File: config.mk
export PLATFORM = sky130hd
export DESIGN_NAME = rggen_wishbone_pipelined_adapter
export DESIGN_NICKNAME = d
export VERILOG_FILES = /design/src/rtl/rggen_wishbone_pipelined_adapter.sv
export SDC_FILE = /design/constraint.sdc
export NUM_CORES = 1
export LEC_CHECK = 0
export CORE_UTILIZATION = 41
export DETAILED_ROUTE_END_ITERATION = 12
export GPL_TIMING_DRIVEN = 0
export PLACE_DENSITY = 0.83
export SYNTH_ARGS = -nofsm -noshare
export SYNTH_HDL_FRONTEND = slang
export SYNTH_SLANG_ARGS = --single-unit
File: constraint.sdc
create_clock -name i_clk -period 4.1 [get_ports i_clk]
set_input_delay 0.82 -clock i_clk [delete_from_list [all_inputs] [get_ports i_clk]]
set_output_delay 0.82 -clock i_clk [all_outputs]
set_load 0.01 [all_outputs]
File: src/rtl/rggen_wishbone_pipelined_adapter.sv
// Wishbone B4 pipelined slave to rggen register-bus adapter with an in-order request FIFO.
// Optional bus timeout enabled by defining RGGEN_WISHBONE_ADAPTER_TIMEOUT_EN.
module rggen_wishbone_pipelined_adapter #(
  parameter int                    ADDRESS_WIDTH     = 8,
  parameter int                    BUS_WIDTH         = 32,
  parameter int                    REQUEST_DEPTH     = 2,
  parameter logic [BUS_WIDTH-1:0]  DEFAULT_READ_DATA = '0,
  parameter int                    TIMEOUT_CYCLES    = 256
) (
  input  logic                      i_clk,
  input  logic                      i_rst,
  input  logic                      i_wb_cyc,
  input  logic                      i_wb_stb,
  input  logic                      i_wb_we,
  input  logic [ADDRESS_WIDTH-1:0]  i_wb_adr,
  input  logic [BUS_WIDTH-1:0]      i_wb_dat_w,
  input  logic [BUS_WIDTH/8-1:0]    i_wb_sel,
  output logic                      o_wb_stall,
  output logic                      o_wb_ack,
  output logic                      o_wb_err,
  output logic                      o_wb_rty,
  output logic [BUS_WIDTH-1:0]      o_wb_dat_r,
  output logic                      o_bus_valid,
  output logic [1:0]                o_bus_access,
  output logic [ADDRESS_WIDTH-1:0]  o_bus_address,
  output logic [BUS_WIDTH-1:0]      o_bus_write_data,
  output logic [BUS_WIDTH/8-1:0]    o_bus_strobe,
  input  logic                      i_bus_ready,
  input  logic [1:0]                i_bus_status,
  input  logic [BUS_WIDTH-1:0]      i_bus_read_data
);

  localparam int STRB_WIDTH = BUS_WIDTH / 8;
  localparam int PTR_WIDTH  = (REQUEST_DEPTH > 1) ? $clog2(REQUEST_DEPTH) : 1;
  localparam int CNT_WIDTH  = $clog2(REQUEST_DEPTH + 1);

  localparam logic [1:0]           RGGEN_READ  = 2'b10;
  localparam logic [1:0]           RGGEN_WRITE = 2'b11;
  localparam logic [PTR_WIDTH-1:0] LAST_PTR    = PTR_WIDTH'(REQUEST_DEPTH - 1);
  localparam logic [CNT_WIDTH-1:0] FULL_COUNT  = CNT_WIDTH'(REQUEST_DEPTH);

  typedef struct packed {
    logic                     we;
    logic [ADDRESS_WIDTH-1:0] adr;
    logic [BUS_WIDTH-1:0]     dat;
    logic [STRB_WIDTH-1:0]    sel;
  } req_t;

  function automatic logic [PTR_WIDTH-1:0] next_ptr(input logic [PTR_WIDTH-1:0] ptr);
    return (ptr == LAST_PTR) ? {PTR_WIDTH{1'b0}} : ptr + PTR_WIDTH'(1);
  endfunction

  req_t                 fifo_r [REQUEST_DEPTH];
  logic [PTR_WIDTH-1:0] head_r;
  logic [PTR_WIDTH-1:0] tail_r;
  logic [CNT_WIDTH-1:0] count_r;
  logic                 drain_r;
  logic                 ack_r;
  logic                 err_r;
  logic [BUS_WIDTH-1:0] dat_r_r;

  req_t head_s;
  logic empty_s;
  logic bus_valid_s;
  logic handshake_s;
  logic timeout_s;
  logic pop_s;
  logic push_s;
  logic stall_s;
  logic abort_s;
  logic keep_s;
  logic suppress_s;
  logic unused_s;

`ifdef RGGEN_WISHBONE_ADAPTER_TIMEOUT_EN
  localparam int TO_WIDTH = (TIMEOUT_CYCLES > 2) ? $clog2(TIMEOUT_CYCLES) : 1;
  localparam logic [TO_WIDTH-1:0] TO_LAST = TO_WIDTH'(TIMEOUT_CYCLES - 1);

  logic [TO_WIDTH-1:0] timer_r;

  // Consecutive stalled-cycle counter for the current head request
  always_ff @(posedge i_clk or posedge i_rst) begin
    if (i_rst) begin
      timer_r <= '0;
    end else if (bus_valid_s && !i_bus_ready && !timeout_s) begin
      timer_r <= timer_r + TO_WIDTH'(1);
    end else begin
      timer_r <= '0;
    end
  end

  // Timeout fires on the last allowed stalled cycle
  always_comb begin
    timeout_s = bus_valid_s && !i_bus_ready && (timer_r == TO_LAST);
  end
`else
  // Without the timeout feature the adapter waits for ready indefinitely
  always_comb begin
    timeout_s = 1'b0;
  end
`endif

  // Request-queue control decode
  always_comb begin
    head_s      = fifo_r[head_r];
    empty_s     = (count_r == {CNT_WIDTH{1'b0}});
    bus_valid_s = !empty_s;
    handshake_s = bus_valid_s && i_bus_ready;
    pop_s       = handshake_s || timeout_s;
    stall_s     = (count_r == FULL_COUNT) || drain_r;
    push_s      = i_wb_cyc && i_wb_stb && !stall_s;
    abort_s     = !i_wb_cyc;
    // an in-flight head must keep valid asserted until the register bus answers
    keep_s      = abort_s && bus_valid_s && !pop_s;
    suppress_s  = drain_r || abort_s;
    unused_s    = i_bus_status[0];
  end

  // Request storage; contents are only observed through the non-empty head
  always_ff @(posedge i_clk) begin
    if (push_s) begin
      fifo_r[tail_r] <= '{we: i_wb_we, adr: i_wb_adr, dat: i_wb_dat_w, sel: i_wb_sel};
    end
  end

  // FIFO pointers, occupancy and abort-drain tracking
  always_ff @(posedge i_clk or posedge i_rst) begin
    if (i_rst) begin
      head_r  <= '0;
      tail_r  <= '0;
      count_r <= '0;
      drain_r <= 1'b0;
    end else if (abort_s) begin
      if (keep_s) begin
        tail_r  <= next_ptr(head_r);
        count_r <= CNT_WIDTH'(1);
        drain_r <= 1'b1;
      end else begin
        head_r  <= '0;
        tail_r  <= '0;
        count_r <= '0;
        drain_r <= 1'b0;
      end
    end else begin
      if (pop_s) begin
        head_r  <= next_ptr(head_r);
        drain_r <= 1'b0;
      end
      if (push_s) begin
        tail_r <= next_ptr(tail_r);
      end
      case ({push_s, pop_s})
        2'b10:   count_r <= count_r + CNT_WIDTH'(1);
        2'b01:   count_r <= count_r - CNT_WIDTH'(1);
        default: count_r <= count_r;
      endcase
    end
  end

  // Wishbone response pulses and captured read data
  always_ff @(posedge i_clk or posedge i_rst) begin
    if (i_rst) begin
      ack_r   <= 1'b0;
      err_r   <= 1'b0;
      dat_r_r <= '0;
    end else begin
      ack_r <= handshake_s && !i_bus_status[1] && !suppress_s;
      err_r <= ((handshake_s && i_bus_status[1]) || timeout_s) && !suppress_s;
      if (handshake_s) begin
        dat_r_r <= i_bus_read_data;
      end else if (timeout_s) begin
        dat_r_r <= DEFAULT_READ_DATA;
      end else begin
        dat_r_r <= dat_r_r;
      end
    end
  end

  assign o_wb_stall       = stall_s;
  assign o_wb_ack         = ack_r && i_wb_cyc;
  assign o_wb_err         = err_r && i_wb_cyc;
  assign o_wb_rty         = 1'b0;
  assign o_wb_dat_r       = dat_r_r;
  assign o_bus_valid      = bus_valid_s;
  assign o_bus_access     = empty_s ? 2'b00 : (head_s.we ? RGGEN_WRITE : RGGEN_READ);
  assign o_bus_address    = empty_s ? {ADDRESS_WIDTH{1'b0}} : head_s.adr;
  assign o_bus_write_data = empty_s ? {BUS_WIDTH{1'b0}} : head_s.dat;
  assign o_bus_strobe     = empty_s ? {STRB_WIDTH{1'b0}} : head_s.sel;

endmodule
== Yosys cells after proc, flatten, opt, wreduce, memory -nomap -nowiden ==
Memories as Yosys holds them, arrays and structs flattened.
Index checks and enable logic that the tools add are counted.
Cells by class
  $add $sub $neg: 4
  equality and inequality tests: 7
  multiplexer cells: 21
  reductions and logical operators: 21
Operators by type and width (number)
  2-to-1 mux 32 bit: 1
  2-to-1 mux 1 bit: 15
  logical AND 1 bit: 11
  2-to-1 mux 8 bit: 1
  zero test 1 bit: 6
  == test 2 bit, second input constant: 2
  2-to-1 mux 2 bit: 2
  2-to-1 mux 4 bit: 1
  != test 2 x 1 -> 1 bit, second input constant: 2
  one-hot mux 2 bit (2 select lines): 1
  != test 3 x 1 -> 1 bit, second input constant: 1
  adder 1 bit, second input constant: 2
  adder 2 x 1 -> 2 bit, second input constant: 1
  == test 2 x 1 -> 1 bit, second input constant: 1
  zero test 2 bit: 1
  logical OR 1 bit: 2
  != test 2 bit, second input constant: 1
  AND reduction 2 bit: 1
  subtractor 2 x 1 -> 2 bit, second input constant: 1
Storage, ports and cells
  register bits after elaboration: 39
  memory bits (writable): 90
  bits of input ports: 84
  output and inout bits: 83
  word-level logic and storage cells: 61
  memories kept: 1
Memories
  fifo_r: depth 2, width 45, rd ports 1, clocked after Yosys merged registers in 0, write ports 1, RTL line 53  | req_t fifo_r [REQUEST_DEPTH];

== Depth between registers and ports, before layout ==
Gate-level depths: netlist of run 1.
  depth in word-level cells: 7
  mapped depth: 5
  gate-level depth less buffers: 4

== Worst setup path after synthesis of run 1 ==
OpenSTA, ideal clock, no wires.
  path type: input to register
  from: input i_wb_cyc
  to: memory fifo_r[1][0] in the netlist's numbering (enable)
  library setup time: 0.503 ns
  data arrival time: 4.204 ns
  data required time: 3.597 ns
  slack: -0.607 ns
  stages on the path: 3
  buffers on the path: 1
  cells stage by stage: clkbuf_1 > nand2_1 > nor3_1
Between the ends
  longest elaborated chain between the ends: 4
RTL lines
  from (decl): RTL line 12  | input logic i_wb_cyc,
  logical AND 1 bit (2 in a row): RTL line 111  | push_s = i_wb_cyc && i_wb_stb && !stall_s;
  2-to-1 mux 1 bit: RTL line 121  | if (push_s) begin
  2-to-1 mux 1 bit (not written as such): RTL line 122  | fifo_r[tail_r] <= '{we: i_wb_we, adr: i_wb_adr, dat: i_wb_dat_w, sel: i_wb_sel};
  to (decl): RTL line 53
No other way between the ends.

== Worst setup path after layout of run 1 ==
  from: input i_wb_cyc
  to: output o_wb_ack
Between the ends
  longest elaborated chain between the ends: 1
RTL lines
  logical AND 1 bit: RTL line 180  | assign o_wb_ack = ack_r && i_wb_cyc;
  to (decl): RTL line 19  | output logic o_wb_ack,
No other way between the ends.

==> results of run 1 <==
[registers in the layout, summed over array words and instances, names as in the netlist]
signal	cells
fifo_r	90
o_wb_dat_r	32
count_r	2
ack_r	1
drain_r	1
err_r	1
head_r	1
tail_r	1
[synthesized netlist by cell type, types with 2 or more instances]
cell      instances
nand2b_1          2
nor2b_1           2
and2_1            2
mux2_2           32
inv_1             3
buf_4             4
dfrtp_1          39
nor2_1           48
nand2_1           4
mux2i_1          47
edfxtp_1         90
buf_6             3
buf_2             8
a21oi_1           4
[routing by layer]
| layer | part of all wire | vias to the layer above |
|---|---|---|
| met3 | 0.094 | 14 |
| met2 | 0.50 | 143 |
| met4 | 0.016 | 0 |
| li1 | - | 1484 |
| met1 | 0.39 | 1531 |
| met5 | 0 | - |
[power breakdown]
group | leakage [nW] | total, mW | switching, mW | internal, mW
Sequential | 1.29 | 1.75 | 0.114 | 1.64
Clock | 0.286 | 1.45 | 0.546 | 0.903
Combinational | 1.16 | 1.31 | 0.545 | 0.767
[kinds of logic (layout without fill, tap and decap cells)]
family / Yosys count / count (layout) / synth area share
compound gates: 9 / 9 / 0.01102
buf+inv: 20 / 218 / 0.02479
flops: 129 / 129 / 0.7363
mux: 79 / 79 / 0.1663
other cells: 1 / 1 / 0.0007506
simple gates: 67 / 67 / 0.06085
[final cells by class]
| class | instances | share of cell area |
|---|---|---|
| clock buffers | 21 | 0.06453 |
| multi-input cells | 156 | 0.1614 |
| clock inverters | 11 | 0.01341 |
| well taps | 143 | 0.02397 |
| plain buffers | 16 | 0.01441 |
| repair buffers | 166 | 0.2273 |
| inverters | 4 | 0.002179 |
| flip-flops and latches | 129 | 0.4928 |
[per-stage QoR]
stage / area [um2] / hold WS (ns) / setup TNS [ns] / power, mW / util
3_5_place_dp: 6883 / 0.4929 / 0 / 3.096 / 0.5902
3_3_place_gp: 6822 / 0.4869 / -38.63 / 3.045 / 0.5849
4_1_cts: 7465 / 0.5096 / 0 / 4.561 / 0.6401
5_1_grt: 7465 / 0.5298 / 0 / 4.702 / 0.6401
2_1_floorplan: 5001 / 0.5290 / 0 / 2.349 / -
6_report: 7465 / 0.5028 / 0 / 4.516 / 0.6401
[worst max path at each step]
stage / depth (start not counted) / to / slack (ns) / from
after floorplan: 3 / fifo_r[1][0] / 0.76 / i_wb_cyc
after global routing: 4 / o_wb_err / 0.74 / i_wb_cyc
after CTS: 4 / o_wb_ack / 0.87 / i_wb_cyc
after global placement: 4 / fifo_r[1][33] / -0.86 / i_wb_cyc
after detailed placement: 6 / fifo_r[1][33] / 0.83 / i_wb_cyc
final: 4 / o_wb_ack / 0.87 / i_wb_cyc
==> reports/summary.txt, run 1 <==
run status: complete, no violations
syn_area_per_cell: 16.38 um2
LEAKAGE: 2.737 nW
crit path cell chain: clkdlybuf4s50_1, clkbuf_1, and2_1, clkdlybuf4s50_1
Place WS: 0.8342 ns
grt total ovfl: 0
FF-to-FF setup slack: 1.85 ns
largest net degree at the start of global routing: 47
chip height: 112.4 um
highest clock rate: 309.9 MHz
startpoint type of the worst setup path: input pin
top cells by area, synth: edfxtp_1, dfrtp_1, mux2i_1
most frequent CP cell: clkdlybuf4s50_1
Setup WS post-layout: 0.8736 ns
port bufs: 164
total core area: 0.01166 mm2
HP Start: o_wb_dat_r[3]
Net Count, Synth: 389
Post-Layout Cell Count: 646
Max-cap violations: 0
Ys Warns: 0
met3 usage: 0.07505
HP Class: flop to flop
power density cells: 604.9 mW/mm2
area of the die: 0.01263 mm2
kind of end point of the critical path: output port
Skew-Pair Late Insertion Delay: 0.41 ns
crit path time final: 3.226 ns
Multi-input gate area: 0.001205 mm2
Post-synth ARST share: 0.3023
Main synth FF type: edfxtp_1
WP buf/inv: 3
CTS tree: yes
met1 GRT Util: 0.2001
Peak VDD IR: 0.0004357 V
GPL Wtd Cong: 0.7525
max_slew headroom: 0.4242
highest-count cells in the layout ignoring fill and taps: clkdlybuf4s50_1, edfxtp_1, nor2_1
vias in the first global route: 3,428
layout cells sized above 1: 0.1730
R2R cell count: 5
Final Hold Viols: 0
Inst Count DP: 614
Post-Route WL: 10.72 mm
RR Startpoint: count_r[0]
Sink Count: 129
synthesized area: 0.004996 mm2
nets@finish: 574
Root Buffer: clkbuf_16
worst reg2reg endpoint: fifo_r[1][23]
commonest non-fill, non-tap cell in the layout: clkdlybuf4s50_1
Max stage delay on crit path: 0.56 ns
final-report max-slew violation count: 0
Arr. time, crit path: 2.41 ns
DRC violations left: 0
post-route ant nets: 0
initial antenna violation count: 0
Hold Path Stages: 1
RSZ-0062 raised after global routing: false
first-pass GRT wire length: 17.11 mm
busiest grt layer: met2
total number of vias: 3,172
GR Util met2: 0.3077
flops & latches, synth: 129
Clock Skew: 0.005277 ns
Least-Margin Pin Slew: 0.8609 ns
vias per cell: 4.910
CTS resizes: 0
Starting Density: 0.4284
sequential area share after synthesis: 0.7363
Synth Instances: 305
setup violators final: 0
DRT Pass-1 Iters: 4
synth unique cells: 31
io pins: 167
Post-synth EDFFs: 90
final worst-path cycle share: 0.7869
Synth-to-Final Area Change: 49.41%
Post-CTS Setup Bufs: 0
family with the most delay on the worst path: buffers and inverters
Synth area leader: edfxtp_1
CP Max Fanout: 10
WS Path Type: input pin to output port
number of filler instances in the final layout: 880
clk slew on worst S/H paths: 0.05 ns
Sequential Area: 0.003679 mm2
Min-Delay Endpoint: o_wb_dat_r[3]
Req. time, crit path: 3.28 ns
num rows: 39
total CTS buffers: 17
DP HPWL: 7.521 mm
hold_buf cts: 0
GRT Total Usage: 0.1814
clk buf depth: 2
Die Width: 112.4 um
1st-iter DRT viols: 103
routed len/inst: 16.59 um
Slowest-stage cell, CP: clkdlybuf4s50_1
top cell type's share of synthesized area: 0.5409
H-tree levels: 4
diode count: 0
No activity file was read; power rests on OpenSTA's default activity.
==> run 2, diff against run 1 <==
- clock period: 4.1 -> 2.94 ns (I/O delays scaled with it)
==> run 2 against run 1 <==
Net effect: sequential share of layout area up 0.55 points; clock skew down 0.00095 ns; clock power up 25%; critical endpoint unchanged.
==> reports/summary.txt, run 2 (synthesis gave the netlist of run 1 again) <==
run status: complete, no violations
Tot Pwr: 6.078 mW
WS Path Type: input pin to output port
crit path time final: 2.791 ns
Clock Skew: 0.004330 ns
startpoint type of the worst setup path: input pin
grt total ovfl: 0
DRT Pass-1 Iters: 4
HP Start: o_wb_dat_r[14]
FF-to-FF setup slack: 1.01 ns
io pins: 167
Req. time, crit path: 2.35 ns
hold_buf cts: 0
Starting Density: 0.4284
diode count: 0
clk slew on worst S/H paths: 0.05 ns
Place WS: 0.1510 ns
Setup TNS Final: 0 ns
commonest non-fill, non-tap cell in the layout: clkdlybuf4s50_1
area of the die: 0.01263 mm2
power density cells: 823.3 mW/mm2
routed len/inst: 16.66 um
total number of vias: 3,158
nets@finish: 574
design area: 0.007382 mm2
LEAKAGE: 2.698 nW
CTS resizes: 0
Root Buffer: clkbuf_16
number of flip-flops in the largest register: 90
Final Hold Viols: 0
initial antenna violation count: 0
setup violators final: 0
DRC violations left: 0
total core area: 0.01166 mm2
Top reg by flops: fifo_r
highest-count cells in the layout ignoring fill and taps: clkdlybuf4s50_1, edfxtp_1, nor2_1
CP Max Fanout: 10
post-route ant nets: 0
max_slew headroom: 0.4591
RR Startpoint: drain_r
DP HPWL: 7.604 mm
Sink Count: 129
Final Hold Slack: 0.5023 ns
H-tree levels: 4
Max-cap violations: 0
num rows: 39
vias per cell: 4.889
Min-Delay Endpoint: o_wb_dat_r[14]
GPL Wtd Cong: 0.7389
final-report max-slew violation count: 0
CTS tree: yes
1st-iter DRT viols: 120
Hold Path Stages: 1
Skew-Pair Late Insertion Delay: 0.41 ns
placed cell area: 0.006870 mm2
Setup crit start: i_wb_cyc
Die Width: 112.4 um
chip height: 112.4 um
total CTS buffers: 17
Setup WS post-layout: 0.1493 ns
kind of end point of the critical path: output port
Post-CTS Setup Bufs: 0
largest net degree at the start of global routing: 47
vias in the first global route: 3,529
final worst-path cycle share: 0.9492
Post-Route WL: 10.76 mm
highest clock rate: 358.3 MHz
GRT Total Usage: 0.1827
layout cells sized above 1: 0.1531
worst reg2reg endpoint: fifo_r[0][12]
Peak VDD IR: 0.0005537 V
clk buf depth: 2
port bufs: 164
R2R cell count: 2
RSZ-0062 raised after global routing: false
HP Class: flop to flop
Least-Margin Pin Slew: 0.8101 ns
Synth-to-Final Area Change: 47.76%
first-pass GRT wire length: 17.08 mm
Arr. time, crit path: 2.20 ns
-- run 2: changes by cell type in the layout (fill, tap and decap cells not counted), sizes merged --
cell / before / now
inv: 7 / 3
clkinv: 5 / 11
clkinvlp: 2 / 0
-- run 2: area by class of cell --
type / instances / area, um2
inverters: 4 / 16.27
clock buffers: 21 / 440.4
well taps: 143 / 178.9
clock inverters: 11 / 71.32
fillers: 864 / 4280
flip-flops and latches: 129 / 3679
plain buffers: 16 / 107.6
multi-input cells: 156 / 1205
repair buffers: 166 / 1684
-- run 2: power by group --
group	internal, mW	switching [mW]	total (mW)
clock network	1.13	0.679	1.81
logic	1.07	0.762	1.83
registers	2.29	0.149	2.44
-- run 2: worst max-delay path by stage --
| stage | to | slack (ns) | cells past startpoint |
|---|---|---|---|
| global route | o_wb_ack | 0.09 | 4 |
| finish | o_wb_ack | 0.15 | 4 |
| global placement | fifo_r[1][22] | -0.77 | 4 |
| CTS | o_wb_ack | 0.16 | 4 |
| floorplan | fifo_r[1][0] | 0.48 | 3 |
| detailed placement | o_wb_ack | 0.15 | 4 |
-- run 2: worst max-delay path, cell delays in order --
cell             delay [ns]
clkdlybuf4s50_1        0.52
clkbuf_1               0.35
and2_1                 0.19
clkdlybuf4s50_1        0.55
-- run 2: metal layers --
metal  share of wire  wire length, um  track usage  vias to the layer above
met5               0                0            0                        -
met1            0.39             4206       0.1975                     1511
li1                -                -            -                     1480
met2            0.50             5334       0.3019                      142
met3           0.091              978      0.08477                       25
met4           0.023              243      0.09333                        0
-- run 2: through the flow --
step | instances | util
floorplan | 305 | -
global placement | 612 | 0.5855
detailed placement | 614 | 0.5891
CTS | 646 | 0.6330
global route | 646 | 0.6330
finish | 646 | 0.6330
==> run 3, diff against run 2 <==
- ABC_AREA: not set -> 1
==> run 3 against run 2 <==
Net effect: wire length up 13%; worst setup slack better by 0.0013 ns; design area up 2.1%; utilization down 0.30 points; hold slack worse by 0.028 ns; register-to-register slack worse by 0.02 ns; cell count up 21%; count of clock-buffer cells in the layout down 2; critical path depth up 3; critical endpoint is now o_bus_write_data[25]; critical path type is now flop to output port; sequential cell count unchanged; sequential share of layout area down 1.0 points; largest power group is now combinational cells; clock skew up 0.00093 ns.
==> reports/summary.txt, run 3 <==
run status: complete, no violations
routed len/inst: 15.49 um
num rows: 40
top cells by area, synth: edfxtp_1, dfrtp_1, nand2_1
hold_buf cts: 0
final worst-path cycle share: 0.9488
Setup TNS Final: 0 ns
Clock Skew: 0.005255 ns
GPL Wtd Cong: 0.8214
DRC violations left: 0
Post-Route WL: 12.12 mm
Setup WS post-layout: 0.1506 ns
Min-Delay Endpoint: o_wb_dat_r[16]
FF-to-FF setup slack: 0.99 ns
worst reg2reg endpoint: fifo_r[1][37]
flops & latches, synth: 129
sequential area share after synthesis: 0.7317
Inst Count DP: 750
port bufs: 164
Die Width: 112.7 um
post-route ant nets: 0
Hold Path Stages: 2
first-pass GRT wire length: 19.55 mm
highest-count cells in the layout ignoring fill and taps: nand2_1, clkdlybuf4s50_1, edfxtp_1
H-tree levels: 4
Post-synth EDFFs: 90
Arr. time, crit path: 2.20 ns
design area: 0.007536 mm2
kind of end point of the critical path: output port
total number of vias: 3,766
Setup crit start: head_r
vias per cell: 4.816
Root Buffer: clkbuf_16
RSZ-0062 raised after global routing: false
grt total ovfl: 0
WS Path Type: flop to output port
most frequent cells after synthesis: nand2_1, edfxtp_1, a21oi_1, dfrtp_1, inv_1
Peak VDD IR: 0.0005823 V
total CTS buffers: 17
final core utilization: 0.6300
Slowest-stage cell, CP: clkdlybuf4s50_1
Top reg by flops: fifo_r
DP HPWL: 8.503 mm
Req. time, crit path: 2.35 ns
CP Max Fanout: 10
setup violators final: 0
HP Start: o_wb_dat_r[16]
top-count cell post-synth: nand2_1
largest net degree at the start of global routing: 40
R2R cell count: 5
Tot Pwr: 7.430 mW
Skew-Pair Late Insertion Delay: 0.42 ns
diode count: 0
Ys Warns: 0
initial antenna violation count: 0
CTS tree: yes
io pins: 167
Sink Count: 129
LEAKAGE: 3.060 nW
nets@finish: 706
Place WS: 0.3662 ns
synth unique cells: 24
DRT Pass-1 Iters: 4
max_slew headroom: 0.4557
number of flip-flops in the largest register: 90
syn_area_per_cell: 11.50 um2
final-report max-slew violation count: 0
RR Startpoint: count_r[0]
total core area: 0.01196 mm2
vias in the first global route: 3,969
Final Hold Viols: 0
Least-Margin Pin Slew: 0.8152 ns
chip height: 112.7 um
HP Class: flop to flop
top cell type's share of synthesized area: 0.5376
Max stage delay on crit path: 0.58 ns
most frequent CP cell: buf_4
area of the die: 0.01271 mm2
Synth area leader: edfxtp_1
Net Count, Synth: 521
Max-cap violations: 0
crit path time final: 2.789 ns
layout cells sized above 1: 0.1039
GRT Total Usage: 0.2060
power density cells: 986.0 mW/mm2
1st-iter DRT viols: 184
clk slew on worst S/H paths: 0.05 ns
highest clock rate: 358.5 MHz
Synth-to-Final Area Change: 49.90%
Starting Density: 0.4203
Final Hold Slack: 0.4741 ns
startpoint type of the worst setup path: flop
crit path cell chain: buf_4, inv_2, buf_4, buf_4, nand2_1, a21oi_1, clkdlybuf4s50_1
Post-CTS Setup Bufs: 0
synthesized area: 0.005027 mm2
clk buf depth: 2
Synth Instances: 437
Post-synth ARST share: 0.3023
Main synth FF type: edfxtp_1
placed cell area: 0.006908 mm2
number of filler instances in the final layout: 932
Post-Layout Cell Count: 782
commonest non-fill, non-tap cell in the layout: nand2_1
==> run 3: worst max-delay path: cells and delay by family (launching register included) <==
kind	cells	cell delay, ns
buffers and inverters	5	1.19
flip-flops	1	0.35
AO/OA/AOI/OAI	1	0.16
AND/OR/NAND/NOR	1	0.07
==> run 3: where the power goes <==
part | total, mW | internal (mW) | switching, mW
combinational | 2.72 | 1.35 | 1.37
clock | 2.22 | 1.49 | 0.737
sequential | 2.49 | 2.31 | 0.177
total | 7.43 | 5.15 | 2.28
==> run 3: final cells by class <==
cell class | instances | area, um2 | area share
clock inverter | 13 | 191.4 | 0.02540
tap | 147 | 183.9 | 0.02441
inverter | 14 | 55.05 | 0.007305
multi-input combinational | 270 | 1147 | 0.1522
clock buffer | 19 | 432.9 | 0.05745
timing repair buffer | 166 | 1682 | 0.2231
sequential | 129 | 3679 | 0.4881
buffer | 24 | 165.2 | 0.02192
==> run 3: timing repair <==
item / in CTS / in global routing
resized for setup: 0 / 6
setup endpoints to repair: 0 / 17
hold endpoints to repair: 0 / 0
==> run 3: how the worst max path moves through the flow <==
stage	to	slack, ns
after detailed placement	fifo_r[1][39]	0.37
after global routing	o_bus_write_data[7]	0.03
after floorplan	fifo_r[0][0]	-0.20
final	o_bus_write_data[25]	0.15
after CTS	o_bus_write_data[28]	0.07
after global placement	fifo_r[0][33]	-1.87
==> run 3: routing by layer <==
metal / wire length [um] / up-vias / GRT usage
met2: 6221 / 155 / 0.3626
met3: 1035 / 21 / 0.08195
met4: 237 / 0 / 0.08978
met5: 0 / - / 0
met1: 4621 / 1773 / 0.2184
li1: - / 1817 / -
==> run 3: cells by family (layout without fill, tap and decap cells) <==
logic type,count (synthesis),after routing,share of synthesized area
AOI/OAI and AO/OA,50,50,0.04977
buffers and inverters,38,236,0.04306
DFF,129,129,0.7317
other,1,1,0.0007459
and+or+nand+nor,219,219,0.1747
